File: src/rtl/instr_prefetch.sv
// Instruction prefetch unit: keeps up to DEPTH word fetches in flight and buffers
// in-order responses in a show-ahead queue; redirect flushes and discards stale words.
module instr_prefetch #(
    parameter int unsigned WORD_SIZE = 16,
    parameter int unsigned ADDR_WIDTH = 16,
    parameter int unsigned DEPTH = 4,
    parameter logic [ADDR_WIDTH-1:0] RESET_ADDR = '0
) (
    input  logic                  clk,
    input  logic                  rst_n,
    input  logic                  redirect,
    input  logic [ADDR_WIDTH-1:0] redirect_addr,
    output logic                  mem_req_valid,
    input  logic                  mem_req_ready,
    output logic [ADDR_WIDTH-1:0] mem_addr,
    input  logic                  mem_resp_valid,
    input  logic [WORD_SIZE-1:0]  mem_resp_data,
    output logic                  instr_valid,
    output logic [WORD_SIZE-1:0]  instr,
    output logic [ADDR_WIDTH-1:0] instr_pc,
    input  logic                  fetch_enable
);
    localparam int unsigned CntW = $clog2(DEPTH) + 1;
    localparam int unsigned PtrW = $clog2(DEPTH);
    localparam logic [CntW:0] DepthW = DEPTH[CntW:0];

    typedef enum logic [0:0] {StRun, StDrain} state_e;

    state_e                state_q, state_d;
    logic [ADDR_WIDTH-1:0] fetch_pc_q, fetch_pc_d;
    logic [ADDR_WIDTH-1:0] resp_pc_q, resp_pc_d;
    logic [CntW-1:0]       count_q, count_d;
    logic [CntW-1:0]       outstanding_q, outstanding_d;
    logic [CntW-1:0]       discard_q, discard_d;
    logic [PtrW-1:0]       rd_ptr_q, rd_ptr_d;
    logic [PtrW-1:0]       wr_ptr_q, wr_ptr_d;
    logic [WORD_SIZE-1:0]  data_mem [DEPTH];
    logic [ADDR_WIDTH-1:0] pc_mem [DEPTH];
    logic                  accept;
    logic                  push;
    logic                  pop;
    logic [CntW:0]         credit_used;

    // Queued plus outstanding words never exceed DEPTH, so a push cannot overflow.
    assign credit_used   = {1'b0, count_q} + {1'b0, outstanding_q};
    assign mem_req_valid = rst_n && !redirect && (credit_used < DepthW);
    assign mem_addr      = fetch_pc_q;
    assign instr_valid   = (count_q != '0);
    assign instr         = instr_valid ? data_mem[rd_ptr_q] : '0;
    assign instr_pc      = instr_valid ? pc_mem[rd_ptr_q] : '0;
    assign accept        = mem_req_valid && mem_req_ready;

    always_comb begin
        state_d       = state_q;
        fetch_pc_d    = fetch_pc_q;
        resp_pc_d     = resp_pc_q;
        count_d       = count_q;
        outstanding_d = outstanding_q;
        discard_d     = discard_q;
        rd_ptr_d      = rd_ptr_q;
        wr_ptr_d      = wr_ptr_q;
        push          = 1'b0;
        pop           = 1'b0;
        if (redirect) begin
            fetch_pc_d    = redirect_addr;
            resp_pc_d     = redirect_addr;
            count_d       = '0;
            rd_ptr_d      = '0;
            wr_ptr_d      = '0;
            outstanding_d = outstanding_q - CntW'(mem_resp_valid);
            discard_d     = outstanding_d;
        end else begin
            pop = instr_valid && fetch_enable;
            if (mem_resp_valid) begin
                if (state_q == StDrain) begin
                    discard_d = discard_q - CntW'(1);
                end else begin
                    push = 1'b1;
                end
            end
            outstanding_d = outstanding_q + CntW'(accept) - CntW'(mem_resp_valid);
            count_d       = count_q + CntW'(push) - CntW'(pop);
            if (accept) begin
                fetch_pc_d = fetch_pc_q + ADDR_WIDTH'(1);
            end
            if (push) begin
                resp_pc_d = resp_pc_q + ADDR_WIDTH'(1);
                wr_ptr_d  = wr_ptr_q + PtrW'(1);
            end
            if (pop) begin
                rd_ptr_d = rd_ptr_q + PtrW'(1);
            end
        end
        state_d = (discard_d != '0) ? StDrain : StRun;
    end

    always_ff @(posedge clk or negedge rst_n) begin
        if (!rst_n) begin
            state_q       <= StRun;
            fetch_pc_q    <= RESET_ADDR;
            resp_pc_q     <= RESET_ADDR;
            count_q       <= '0;
            outstanding_q <= '0;
            discard_q     <= '0;
            rd_ptr_q      <= '0;
            wr_ptr_q      <= '0;
        end else begin
            state_q       <= state_d;
            fetch_pc_q    <= fetch_pc_d;
            resp_pc_q     <= resp_pc_d;
            count_q       <= count_d;
            outstanding_q <= outstanding_d;
            discard_q     <= discard_d;
            rd_ptr_q      <= rd_ptr_d;
            wr_ptr_q      <= wr_ptr_d;
        end
    end

    always_ff @(posedge clk) begin
        if (push) begin
            data_mem[wr_ptr_q] <= mem_resp_data;
            pc_mem[wr_ptr_q]   <= resp_pc_q;
        end
    end

`ifndef SYNTHESIS
    always_ff @(posedge clk) begin
        if (rst_n && pop) begin
            $display("ip = %d, instr = %h", instr_pc, instr);
        end
    end
`endif

endmodule

File: config.mk
export PLATFORM = sky130hd
export DESIGN_NAME = instr_prefetch
export DESIGN_NICKNAME = d
export VERILOG_FILES = /design/src/rtl/instr_prefetch.sv
export SDC_FILE = /design/constraint.sdc
export NUM_CORES = 1
export LEC_CHECK = 0
export CAP_MARGIN = 25
export CORE_MARGIN = 2
export CORE_UTILIZATION = 50
export DETAILED_ROUTE_END_ITERATION = 6
export PLACE_DENSITY = 0.75
export REMOVE_ABC_BUFFERS = 1
export SYNTH_ARGS = -nofsm -noshare
export SYNTH_HDL_FRONTEND = slang
export SYNTH_SLANG_ARGS = --single-unit
File: constraint.sdc
create_clock -name clk -period 3 [get_ports clk]
set_input_delay 0.45 -clock clk [delete_from_list [all_inputs] [get_ports clk]]
set_output_delay 0.45 -clock clk [all_outputs]
set_load 0.1 [all_outputs]
==> impl_metrics.yaml <==
global_routing:
  antenna_found_initial: 0
  grt_start_max_net_pins: 47
  grt_pass1_wl_um: 24700
  global_route.overflow_total: 0
  grt_pass1_vias: 4763
  grt_util_all_layers_pct: 20.1
logic_synthesis:
  post_synth.cell_area_avg_um2: 15.2
  synthFlopType: "edfxtp_1"
  synth_enable_flop_cells: 128
  yosys_warnings: 0
  synthDistinctLibCells: 48
  syn-cell-area_mm2: 0.00753
  synthCells: 496
  synth.most_common_cell: "edfxtp_1"
  seq_area_frac_synth_pct: 66.3
  synthTopCellsByArea: "edfxtp_1 (51%), dfrtp_1 (15%), mux4_2 (9.6%)"
  synth.top_cell.area_share_pct: 51.0
  ys_seq_elements: 174
  synth_top_cell_by_area: "edfxtp_1"
  async_flop_share_pct: 26.4
  post_synth_most_frequent_cells: "edfxtp_1 (128), dfrtp_1 (46), and2_1 (34), mux4_2 (32), nand2_1 (31)"
setup_path:
  regToRegSetupSlack_ns: 0.27
  worst-endpoint-arrival_ns: 2.30
  critical_path.startpoint: "rd_ptr_q[0]"
  worst-path-max-fanout: 14
  worst_r2r_endpoint: "outstanding_q[2]"
  crit_path_max_incr_delay_ns: 0.67
  ordered_list_of_cells_on_the_worst_path: "buf_4 > mux4_2 > and2_1 > buf_12"
  crit_path_end: "instr[0]"
  worstReg2RegStart: "count_q[2]"
  worst-endpoint-required_ns: 2.55
  crit_path_end_kind: "primary output"
  r2r.worst_path.cells: 11
  setup.worst_path.start_class: "register"
  critical_path_class: "register to primary output"
  critical_path.slowest_cell: "dfrtp_2"
floorplan:
  initial_core_util_pct: 51.4
  core_footprint_mm2: 0.0146
  i_o_pins: 88
  floorplan.die_area_mm2: 0.0161
  die_h_um: 127
  dieWidth_um: 127
  row_count: 44
sta:
  layout_worst_path_cycle_share_pct: 91.7
  worst_skew_ns: 0.00541
  final-hold-violation-count: 0
  timing.final.setup_violations: 0
  worst_pin_slew_ns: 0.642
  fin_crit_ns: 2.75
  slew_headroom_pct: 56.7
  rsz0062_at_grt: "false"
  total_negative_setup_slack_ns: 0
  fmaxAchievable_mhz: 364
  final_max_slew_viol_count: 0
drt:
  highest_layer: "met4"
  wl_met3_um: 834
  routed_length_on_met1_um: 6530
  wl_met2_um: 7430
  routed_vias: 4586
  antenna_violating_nets_post_route: 0
  drt_first_iter_violations: 543
  routed_wire_length_per_instance_um: 19.1
  avgViaCountPerCell: 5.79
  drt_first_pass_iters: 5
  drc_errors: 0
  drt-total-wl_um: 15100
place:
  dpl.hpwl_um: 9790
  portBuffers: 87
  gp_congestion: 0.893
clocking:
  clock_tree.htree_level_count: 4
  clk_pin_slew_ns: 0.06
  cts_root_buffer_type: "clkbuf_16"
  cts-buffers-inserted: 17
  worstSkewPairLatency_ns: 0.43
  tritoncts: "done"
  post-cts-setup-buffer-count: 0
  postCtsHoldBufs: 0
  post_cts_resize_count: 0
  clock-sinks: 174
  cts-root-to-sink-buffers: 2
status:
  run_status: "completed"
finish:
  final_layout_size_suffix_gt1_share_pct: 22.7
  utilization_of_the_core_after_routing_pct: 65.3
  final_nets: 650
  syn2layout_area_growth_pct: 27.0
  num_antenna_cells: 0
power_and_ir_drop:
  power.ir.vdd_worst_v: 0.000530
  power.leakage_nw: 3.47
  pwr_density_cell_mw_per_mm2: 1020
run:
  maxCapViolCount: 0
hold_path:
  worst_hold_path_class: "primary input to asynchronous set/reset pin"
## worst max-delay path, delay by kind of cell, from the launching register on
kind,cells,cell delay (ns)
AND/OR/NAND/NOR,1,0.20
buffers and inverters,2,0.47
multiplexers,1,0.53
flip-flops,1,0.67
## placed cells by master, fill, tap and decap left out, drive strengths merged, types with 2 or more instances in the layout
| cell type | count |
|---|---|
| nand2b | 3 |
| edfxtp | 128 |
| nor3 | 4 |
| xnor2 | 5 |
| a31oi | 8 |
| and3 | 7 |
| clkinv | 4 |
| o21bai | 3 |
| buf | 69 |
| mux4 | 32 |
| o31ai | 5 |
| or2 | 3 |
| a21o | 3 |
| o41ai | 2 |
| fa | 2 |
| clkbuf | 18 |
| nor2 | 14 |
| clkdlybuf4s50 | 36 |
| o31a | 3 |
| nand3 | 14 |
| a221o | 2 |
| and2 | 34 |
| and4 | 4 |
| dfrtp | 46 |
| nand4 | 8 |
| or3 | 7 |
| ha | 15 |
| nor4 | 2 |
| nor2b | 2 |
| o21ai | 14 |
| inv | 30 |
| xor2 | 15 |
| or4 | 8 |
| bufinv | 3 |
| o211ai | 5 |
| nand2 | 31 |
| a21oi | 8 |
## metrics by stage
stage                     cells  total power, mW  hold slack (ns)  cell area (µm²)  setup WS [ns]
after floorplan             471             5.94            0.154             7420        -0.0687
after global placement      760             7.48            0.493             8960         0.0352
after detailed placement    760             7.55            0.510             8960        -0.0691
after CTS                   792             9.81            0.196             9570          0.182
after global routing        792             10.1            0.221             9570         0.0927
final                       792             9.72            0.189             9570          0.250
## registers in the layout, indices dropped and copies added, names as in the netlist
name and flops:
state_q 1, resp_pc_q 16, mem_addr 16, outstanding_q 3
discard_q 3, count_q 3, wr_ptr_q 2, rd_ptr_q 2
data_mem 64, pc_mem 64
## power by group
group	switching [mW]	internal [mW]
Clock	0.917	1.33
Sequential	0.209	2.77
Combinational	2.88	1.62
Total	4.01	5.71
## worst min-delay path by stage
stage / start / endpoint / slack (ns) / depth (start not counted)
4_1_cts: rst_n / mem_addr[1] / 0.20 / 2
3_3_place_gp: mem_addr[15] / mem_addr[15] / 0.49 / 1
2_1_floorplan: rst_n / count_q[0] / 0.15 / 0
5_1_grt: rst_n / mem_addr[4] / 0.22 / 2
3_5_place_dp: mem_addr[15] / mem_addr[15] / 0.51 / 1
6_report: rst_n / mem_addr[6] / 0.19 / 2
## per-layer routing
layer	up-vias	GRT usage (%)
li1	2087	-
met1	2291	26.7
met2	172	33.1
met3	36	3.88
met4	0	8.47
met5	-	0
## final cells by class
class                   instances  area [µm²]
repair buffers                105        1300
fillers                      1029        5080
clock inverters                14         179
inverters                      24        90.1
clock buffers                  18         429
well taps                     184         230
multi-input cells             273        2340
flip-flops and latches        174        5000
## kinds of logic (layout without fill, tap and decap cells)
logic type,after synthesis,after routing,share of synthesized area (%)
fa+ha+maj,17,17,3.02
simple gates,144,144,10.8
buf+inv,49,161,2.62
xor+xnor,20,20,2.33
mux,33,33,9.70
compound gates,59,59,5.25
flops,174,174,66.3
Power figures use the tool's default switching activity.
